## src/rtl/ahb5_to_apb_bridge_if.sv

```systemverilog
// ahb5_to_apb_bridge_if: AHB5 slave side and APB master side of the bridge.
//   slave  modport: the bridge's view (AHB inputs in, AHB responses out,
//                   APB requests out, APB responses in).
//   master modport: the view of the environment driving the bridge.
//   PADDR_W: APB address width (must match the bridge's PADDR_W).
interface ahb5_to_apb_bridge_if #(
    parameter int unsigned PADDR_W = 32
);
    // AHB side
    logic               HSEL;
    logic [31:0]        HADDR;
    logic               HWRITE;
    logic [1:0]         HTRANS;
    logic [2:0]         HSIZE;
    logic [31:0]        HWDATA;
    logic               HREADY;
    logic               HREADYOUT;
    logic [31:0]        HRDATA;
    logic               HRESP;
    // APB side
    logic [PADDR_W-1:0] PADDR;
    logic [31:0]        PWDATA;
    logic               PWRITE;
    logic [3:0]         PSTRB;
    logic               PSEL;
    logic               PENABLE;
    logic [31:0]        PRDATA;
    logic               PREADY;
    logic               PSLVERR;

    modport slave (
        input  HSEL, HADDR, HWRITE, HTRANS, HSIZE, HWDATA, HREADY,
        output HREADYOUT, HRDATA, HRESP,
        output PADDR, PWDATA, PWRITE, PSTRB, PSEL, PENABLE,
        input  PRDATA, PREADY, PSLVERR
    );

    modport master (
        output HSEL, HADDR, HWRITE, HTRANS, HSIZE, HWDATA, HREADY,
        input  HREADYOUT, HRDATA, HRESP,
        input  PADDR, PWDATA, PWRITE, PSTRB, PSEL, PENABLE,
        output PRDATA, PREADY, PSLVERR
    );
endinterface

```

## src/rtl/ahb5_to_apb_bridge.sv

```systemverilog
// ahb5_to_apb_bridge: converts single AHB5 transfers into APB transfers.
// Each accepted AHB transfer walks LATCH -> SETUP -> ACCESS and completes
// with a minimum of three wait states; all outputs are registered.
//   HCLK    : clock, rising edge
//   HRESET  : asynchronous active-high reset
//   bus     : ahb5_to_apb_bridge_if.slave (AHB slave + APB master signals)
//   PADDR_W : APB address width, PADDR = HADDR[PADDR_W-1:0]
// Build option: define AHB2APB_ERR_RESP_EN to turn PSLVERR into a two-cycle
// AHB ERROR response (ERR1/ERR2); otherwise PSLVERR is ignored, HRESP = 0.
module ahb5_to_apb_bridge #(
    parameter int unsigned PADDR_W = 32
) (
    input  logic                   HCLK,
    input  logic                   HRESET,
    ahb5_to_apb_bridge_if.slave    bus
);

`ifdef AHB2APB_ERR_RESP_EN
    typedef enum logic [2:0] {
        ST_IDLE   = 3'd0,
        ST_LATCH  = 3'd1,
        ST_SETUP  = 3'd2,
        ST_ACCESS = 3'd3,
        ST_ERR1   = 3'd4,
        ST_ERR2   = 3'd5
    } state_t;
`else
    typedef enum logic [2:0] {
        ST_IDLE   = 3'd0,
        ST_LATCH  = 3'd1,
        ST_SETUP  = 3'd2,
        ST_ACCESS = 3'd3
    } state_t;
`endif

    state_t             state_q, state_d;
    logic               hreadyout_q, hreadyout_d;
    logic               hresp_q, hresp_d;
    logic [31:0]        hrdata_q, hrdata_d;
    logic [PADDR_W-1:0] paddr_q, paddr_d;
    logic [31:0]        pwdata_q, pwdata_d;
    logic               pwrite_q, pwrite_d;
    logic [3:0]         pstrb_q, pstrb_d;
    logic               psel_q, psel_d;
    logic               penable_q, penable_d;
    logic               accept_c;

    // Byte-lane strobe for a write of the given size at the given address.
    function automatic logic [3:0] write_strobe(input logic [2:0] size,
                                                input logic [1:0] addr);
        logic [3:0] strb;
        if (size == 3'd0) begin
            strb = 4'(4'b0001 << addr);
        end else if (size == 3'd1) begin
            strb = addr[1] ? 4'b1100 : 4'b0011;
        end else begin
            strb = 4'b1111;
        end
        return strb;
    endfunction

    // NONSEQ and SEQ are the only HTRANS codes with bit 1 set.
    assign accept_c = bus.HSEL && bus.HREADY && bus.HTRANS[1];

    // Unused inputs gathered here so the intent is explicit.
`ifdef AHB2APB_ERR_RESP_EN
    logic unused_c;
    assign unused_c = bus.HTRANS[0];
`else
    logic unused_c;
    assign unused_c = ^{bus.HTRANS[0], bus.PSLVERR};
`endif

    // State and output registers.
    always_ff @(posedge HCLK or posedge HRESET) begin
        if (HRESET) begin
            state_q     <= ST_IDLE;
            hreadyout_q <= 1'b1;
            hresp_q     <= 1'b0;
            hrdata_q    <= 32'd0;
            paddr_q     <= '0;
            pwdata_q    <= 32'd0;
            pwrite_q    <= 1'b0;
            pstrb_q     <= 4'd0;
            psel_q      <= 1'b0;
            penable_q   <= 1'b0;
        end else begin
            state_q     <= state_d;
            hreadyout_q <= hreadyout_d;
            hresp_q     <= hresp_d;
            hrdata_q    <= hrdata_d;
            paddr_q     <= paddr_d;
            pwdata_q    <= pwdata_d;
            pwrite_q    <= pwrite_d;
            pstrb_q     <= pstrb_d;
            psel_q      <= psel_d;
            penable_q   <= penable_d;
        end
    end

    // Next state and next registered outputs (values seen in the next state).
    always_comb begin
        state_d     = state_q;
        hreadyout_d = hreadyout_q;
        hresp_d     = hresp_q;
        hrdata_d    = hrdata_q;
        paddr_d     = paddr_q;
        pwdata_d    = pwdata_q;
        pwrite_d    = pwrite_q;
        pstrb_d     = pstrb_q;
        psel_d      = psel_q;
        penable_d   = penable_q;

        case (state_q)
            ST_IDLE: begin
                hreadyout_d = 1'b1;
                hresp_d     = 1'b0;
                psel_d      = 1'b0;
                penable_d   = 1'b0;
                if (accept_c) begin
                    // Address-phase capture goes straight into the APB registers.
                    state_d     = ST_LATCH;
                    hreadyout_d = 1'b0;
                    paddr_d     = bus.HADDR[PADDR_W-1:0];
                    pwrite_d    = bus.HWRITE;
                    pstrb_d     = bus.HWRITE ? write_strobe(bus.HSIZE, bus.HADDR[1:0])
                                             : 4'b0000;
                end
            end
            ST_LATCH: begin
                // HWDATA is only valid in the AHB data phase, i.e. this cycle.
                state_d = ST_SETUP;
                psel_d  = 1'b1;
                if (pwrite_q) begin
                    pwdata_d = bus.HWDATA;
                end
            end
            ST_SETUP: begin
                state_d   = ST_ACCESS;
                penable_d = 1'b1;
            end
            ST_ACCESS: begin
                if (bus.PREADY) begin
                    state_d     = ST_IDLE;
                    hreadyout_d = 1'b1;
                    psel_d      = 1'b0;
                    penable_d   = 1'b0;
                    if (!pwrite_q) begin
                        hrdata_d = bus.PRDATA;
                    end
`ifdef AHB2APB_ERR_RESP_EN
                    if (bus.PSLVERR) begin
                        state_d     = ST_ERR1;
                        hreadyout_d = 1'b0;
                        hresp_d     = 1'b1;
                        hrdata_d    = hrdata_q;
                    end
`endif
                end
            end
`ifdef AHB2APB_ERR_RESP_EN
            ST_ERR1: begin
                state_d     = ST_ERR2;
                hreadyout_d = 1'b1;
                hresp_d     = 1'b1;
            end
            ST_ERR2: begin
                // Any transfer offered here is deliberately dropped.
                state_d     = ST_IDLE;
                hreadyout_d = 1'b1;
                hresp_d     = 1'b0;
            end
`endif
            default: begin
                state_d     = ST_IDLE;
                hreadyout_d = 1'b1;
                hresp_d     = 1'b0;
                psel_d      = 1'b0;
                penable_d   = 1'b0;
            end
        endcase
    end

    assign bus.HREADYOUT = hreadyout_q;
    assign bus.HRESP     = hresp_q;
    assign bus.HRDATA    = hrdata_q;
    assign bus.PADDR     = paddr_q;
    assign bus.PWDATA    = pwdata_q;
    assign bus.PWRITE    = pwrite_q;
    assign bus.PSTRB     = pstrb_q;
    assign bus.PSEL      = psel_q;
    assign bus.PENABLE   = penable_q;

endmodule

```

## src/flat_wrapper.sv

```systemverilog
// flat-port wrapper written by rule: the top's interface ports become plain ports
module ahb5_to_apb_bridge_flat 
#(
    parameter int unsigned PADDR_W = 32
)
  (HCLK, HRESET, bus_HSEL, bus_HADDR, bus_HWRITE, bus_HTRANS, bus_HSIZE, bus_HWDATA, bus_HREADY, bus_HREADYOUT, bus_HRDATA, bus_HRESP, bus_PADDR, bus_PWDATA, bus_PWRITE, bus_PSTRB, bus_PSEL, bus_PENABLE, bus_PRDATA, bus_PREADY, bus_PSLVERR);
  ahb5_to_apb_bridge_if #(.PADDR_W(PADDR_W)) bus_i ();
  input  logic HCLK;
  input  logic HRESET;
  input wire logic [$bits(bus_i.HSEL)-1:0] bus_HSEL;
  input wire logic [$bits(bus_i.HADDR)-1:0] bus_HADDR;
  input wire logic [$bits(bus_i.HWRITE)-1:0] bus_HWRITE;
  input wire logic [$bits(bus_i.HTRANS)-1:0] bus_HTRANS;
  input wire logic [$bits(bus_i.HSIZE)-1:0] bus_HSIZE;
  input wire logic [$bits(bus_i.HWDATA)-1:0] bus_HWDATA;
  input wire logic [$bits(bus_i.HREADY)-1:0] bus_HREADY;
  output wire logic [$bits(bus_i.HREADYOUT)-1:0] bus_HREADYOUT;
  output wire logic [$bits(bus_i.HRDATA)-1:0] bus_HRDATA;
  output wire logic [$bits(bus_i.HRESP)-1:0] bus_HRESP;
  output wire logic [$bits(bus_i.PADDR)-1:0] bus_PADDR;
  output wire logic [$bits(bus_i.PWDATA)-1:0] bus_PWDATA;
  output wire logic [$bits(bus_i.PWRITE)-1:0] bus_PWRITE;
  output wire logic [$bits(bus_i.PSTRB)-1:0] bus_PSTRB;
  output wire logic [$bits(bus_i.PSEL)-1:0] bus_PSEL;
  output wire logic [$bits(bus_i.PENABLE)-1:0] bus_PENABLE;
  input wire logic [$bits(bus_i.PRDATA)-1:0] bus_PRDATA;
  input wire logic [$bits(bus_i.PREADY)-1:0] bus_PREADY;
  input wire logic [$bits(bus_i.PSLVERR)-1:0] bus_PSLVERR;
  assign bus_i.HSEL = bus_HSEL;
  assign bus_i.HADDR = bus_HADDR;
  assign bus_i.HWRITE = bus_HWRITE;
  assign bus_i.HTRANS = bus_HTRANS;
  assign bus_i.HSIZE = bus_HSIZE;
  assign bus_i.HWDATA = bus_HWDATA;
  assign bus_i.HREADY = bus_HREADY;
  assign bus_HREADYOUT = bus_i.HREADYOUT;
  assign bus_HRDATA = bus_i.HRDATA;
  assign bus_HRESP = bus_i.HRESP;
  assign bus_PADDR = bus_i.PADDR;
  assign bus_PWDATA = bus_i.PWDATA;
  assign bus_PWRITE = bus_i.PWRITE;
  assign bus_PSTRB = bus_i.PSTRB;
  assign bus_PSEL = bus_i.PSEL;
  assign bus_PENABLE = bus_i.PENABLE;
  assign bus_i.PRDATA = bus_PRDATA;
  assign bus_i.PREADY = bus_PREADY;
  assign bus_i.PSLVERR = bus_PSLVERR;
  ahb5_to_apb_bridge #(.PADDR_W(PADDR_W)) u_core (.HCLK(HCLK), .HRESET(HRESET), .bus(bus_i));
endmodule
```

## config.mk

```make
export PLATFORM = sky130hd
export DESIGN_NAME = ahb5_to_apb_bridge_flat
export DESIGN_NICKNAME = d
export VERILOG_FILES = /design/src/rtl/ahb5_to_apb_bridge_if.sv /design/src/rtl/ahb5_to_apb_bridge.sv /design/src/flat_wrapper.sv
export SDC_FILE = /design/constraint.sdc
export NUM_CORES = 1
export LEC_CHECK = 0
export BUFFER_PORTS_ARGS = -buffer_cell sky130_fd_sc_hd__buf_4
export CORE_MARGIN = 8
export CORE_UTILIZATION = 31
export DETAILED_ROUTE_END_ITERATION = 8
export PLACE_DENSITY = 0.69
export SLEW_MARGIN = 10
export SYNTH_ARGS = -nofsm -noshare
export SYNTH_HDL_FRONTEND = slang
export SYNTH_SLANG_ARGS = --single-unit
```

## constraint.sdc

```tcl
create_clock -name HCLK -period 4.18 [get_ports HCLK]
set_clock_uncertainty 0.05 [all_clocks]
set_input_delay 0.209 -clock HCLK [delete_from_list [all_inputs] [get_ports HCLK]]
set_output_delay 0.209 -clock HCLK [all_outputs]
set_load 0.02 [all_outputs]
```

After elaboration in Yosys (flattened, before gate mapping)
Cells that the tools add are included. Widths: inputs -> output; s select.

Shift-type cells: 1. Equal/unequal tests: 6. Reductions and logical operators: 12. Mux-type cells: 13. Bitwise gates (word level): 4.

Operator list (number): $mux 4 (4); $pmux 3 s4 (1); $reduce_and 2->1 (6); $pmux 1 s3 (3); $eq 3x1->1 const B (2); $eq 3x2->1 const B (2); $logic_not 3->1 (2); $mux 3 (2); $not 1->1 (4); $shl 1x2->4 const A (1); $mux 1 (3); $reduce_and 3->1 (1); $logic_and 1x1->1 (2); $ne 2x1->1 const B (1); $ne 2x2->1 const B (1); $reduce_or 2->1 (1).

Logic and storage cells: 45. Bits in registers: 107. Output and inout bits: 105. Input bits: 108.

Logic depth before layout (Yosys ltp)
Word-level depth: 4. Depth in mapped cells: 6. Depth with buffers taken out: 5.

Worst setup path before layout
OpenSTA, ideal clock, no wires.

Kind: flip-flop to flip-flop. Start point: register u_core.state_q[0]. End point: register u_core.state_q[1]. Data arrival time: 1336 ps. Setup slack: 2669 ps. Clock period less this slack: 1511 ps. Cell stages (with the launch flop): 5. Library setup time: 125 ps. Required time: 4005 ps. Cells stage by stage: dfrtp_1 ha_1 nor2b_2 a21oi_1 mux2_2.

Cells in the longest elaborated chain, start to end: 3. Elaborated cells between the ends (all ways): 8. Those cells by class: 5 x eq/ne; 1 x mux; 2 x reduce/logical.

RTL lines: start, declared (line ahb5_to_apb_bridge.sv:36) `state_t state_q, state_d;`; start signal, assigned (line ahb5_to_apb_bridge.sv:88) `state_q <= state_d;`; $eq 3x2->1 / $logic_not 3->1 (equally long branches) (line ahb5_to_apb_bridge.sv:114) `case (state_q)`; $ne 2x2->1 (no source line) / $ne 2x1->1 (equally long branches); $reduce_and 2->1 (no source line).

Parallel ways exist; a longest one is shown, timed or not. A chain may end at the register's enable or synchronous reset.

Final worst setup path
Start point: register u_core.state_q[0]. End point: register u_core.paddr_q[12] (netlist: u_core.bus.PADDR[12]).

Cells in the longest elaborated chain, start to end: 2.

RTL lines: $logic_not 3->1 (line ahb5_to_apb_bridge.sv:114); $reduce_and 2->1 (no source line); end signal, assigned (line ahb5_to_apb_bridge.sv:92) `paddr_q <= paddr_d;`; end, declared (line ahb5_to_apb_bridge.sv:40) `logic [PADDR_W-1:0] paddr_q, paddr_d;`.

Every way passes these cells.

==> results.yml <==
logic_synthesis:
  yosysWarnings: 0
  ys_types: 23
  yosys_register_bits: 106
  syn_avg_cell_area_um2: 16.13
  seq_area_frac_synth_pct: 65.04
  syn_area_um2: 4080
  syn_inst: 253
  syn-num-nets: 366
cells_and_area:
  final_cell_area_um2: 6158
  drive_above_1_share_pct: 64.12
  stdcell_count: 647
  area_delta_synth_final_pct: 50.94
  nNetsFinal: 579
  diodes: 0
  fin_util_pct: 47.25
floorplan:
  io_pins: 213
  dieArea_um2: 17090
  core_area_um2: 13030
  start_util_pct: 31.31
  die-width_um: 130.7
  die_height_um: 130.7
  rows: 42
timing:
  setup_viol: 0
  clock.fmax_ghz: 0.4368
  setup_tns_ps: 0
  hold-worst-slack_ps: 22.59
  maxSlewHeadroom_pct: 39.42
  hold_viol: 0
  slew_viol_final: 0
  fin_crit_ps: 2289
  timing.final.ws_setup_ps: 1891
  tightest_slew_ps: 908.7
  final_min_period_over_clock_period_pct: 54.77
  rsz0062_at_grt: "false"
routing:
  drt-initial-drc-count: 76
  vias: 2803
  first_pass_iters: 4
  wire_per_inst_um: 16.45
  ant_nets: 0
  wl_mm: 10.64
  drcViolationCount: 0
  vias_per_cell: 4.332
cts:
  tritoncts: "done"
  insertion_delay_ps: 340
  cts_root_buf: "clkbuf_16"
  cts_made_buffers: 9
  clockBufferDepth: 2
  post_cts_buffers: 0
  ctsResizeCount: 0
  hold_buffers: 0
  path_clk_slew_ps: 70
  cts_max_level: 3
  cts.sinks: 106
pwr:
  power.total_mw: 5.018
  ir_drop_mv: 0.2945
  powerDensity_nw_per_um2: 814.9
  total_leakage_power_nw: 3.029
grt:
  grt_pass1_wl_mm: 15.81
  grt_util_all_layers_pct: 12.17
  grt_max_degree: 77
  first_global_vias: 3065
  gr-total-overflow: 0
  grt_antenna_before_repair: 0
min_path:
  min_from: "bus_PRDATA[27]"
  hold_class: "input port to flip-flop"
placement:
  dpl_cell_area_um2: 5844
  place_congestion: 0.7348
  dp.cells: 631
  place.port_buffers: 209
  detailedPlace.worstSlack_ps: 1778
  dp_hpwl_mm: 8.321
setup_path:
  start_kind: "flip-flop"
  cp-end-kind: "flip-flop"
  arrival_ps: 2470
  worstPathRequired_ps: 4360
  rr_startpoint: "u_core.state_q[0]$_DFFE_PP0P_"
  worstSetupPathType: "flip-flop to flip-flop"
  startpoint: "u_core.state_q[0]$_DFFE_PP0P_"
  crit_path_max_fanout: 26
flow_run:
  cap_violations: 0
outcome:
  outcome: "finished clean"
==> report_power, final <==
group	leakage [nW]	switching, mW	internal [mW]	total [mW]
combinational	1.61	1.17	1.14	2.32
sequential	1.27	0.270	1.54	1.81
clock	0.153	0.363	0.525	0.888
==> synth_stat cells <==
master,count,area [µm²]
a22o_1,4,35.03
ha_1,5,62.56
dfstp_2,1,26.28
inv_1,5,18.77
mux2i_1,1,10.01
nor2_1,5,18.77
nand4_1,1,6.260
nand2_1,2,7.510
o21ai_0,5,25.02
conb_1,1,3.750
nor2b_2,1,8.760
a21o_1,1,7.510
nor2b_1,1,6.260
mux2_2,69,777.0
nor2_2,1,6.260
buf_2,10,50.05
mux2_1,30,337.8
nand3_1,1,5.000
dfrtp_1,105,2628
o21bai_1,1,7.510
nand3b_4,1,20.02
a21oi_1,1,5.000
buf_4,1,7.510
==> sequential cells by signal, indices dropped and copies added, names as in the netlist <==
register	count
u_core.bus.PENABLE	1
u_core.bus.HRDATA	32
u_core.bus.PSEL	1
u_core.state_q	2
u_core.bus.PWDATA	32
u_core.bus.PADDR	32
u_core.bus.HREADYOUT	1
u_core.bus.PSTRB	4
u_core.bus.PWRITE	1
==> area by class of cell <==
type / count / area [µm²]
fillers: 1187 / 6874
flip-flops and latches: 106 / 2654
repair buffers: 213 / 1599
multi-input cells: 131 / 1353
clock buffers: 11 / 232.7
well taps: 176 / 220.2
clock inverters: 5 / 78.83
inverters: 5 / 21.27
==> critical path, cell delays in order, from the launching register on <==
cell and delay (ps):
dfrtp_1 420, inv_1 120, ha_1 200, nand4_1 560
buf_4 490, mux2_2 310
==> routing by layer <==
metal	share of wire, %	GRT usage [%]
met3	11	5.114
met4	1.8	5.672
met5	0	0
met2	50	20.04
met1	37	13.43
==> placed cells by master, fill, tap and decap left out, types with 2 or more instances in the layout <==
cell,instances
clkbuf_1,2
o21ai_0,5
clkbuf_16,9
clkinv_2,2
ha_1,5
a22o_1,4
mux2_1,30
nor2_1,5
inv_1,4
mux2_2,69
buf_4,213
dfrtp_1,105
bufinv_16,2
==> cell families after synthesis <==
group,after synthesis,share of synthesized area [%]
flops,106,65.04
mux,100,27.57
buf+inv,16,1.871
simple gates,13,1.932
compound gates,12,1.962
fa+ha+maj,5,1.533
other cells,1,0.09191
==> final timing paths <==
check / endpoint / slack [ps] / cells after the start
max: u_core.bus.PADDR[12]$_DFFE_PP0P_ / 1890 / 5
min reg2reg: u_core.bus.HRDATA[27]$_DFFE_PP0P_ / 440 / 1
max reg2reg: u_core.bus.PADDR[12]$_DFFE_PP0P_ / 1890 / 5
max in group asynchronous: u_core.bus.HREADYOUT$_DFFE_PP1P_ / 3090 / 3
min: u_core.bus.HRDATA[27]$_DFFE_PP0P_ / 20 / 2
min in group asynchronous: u_core.bus.PWDATA[31]$_DFFE_PP0P_ / 30 / 2
No activity file was read; power rests on OpenSTA's default activity.
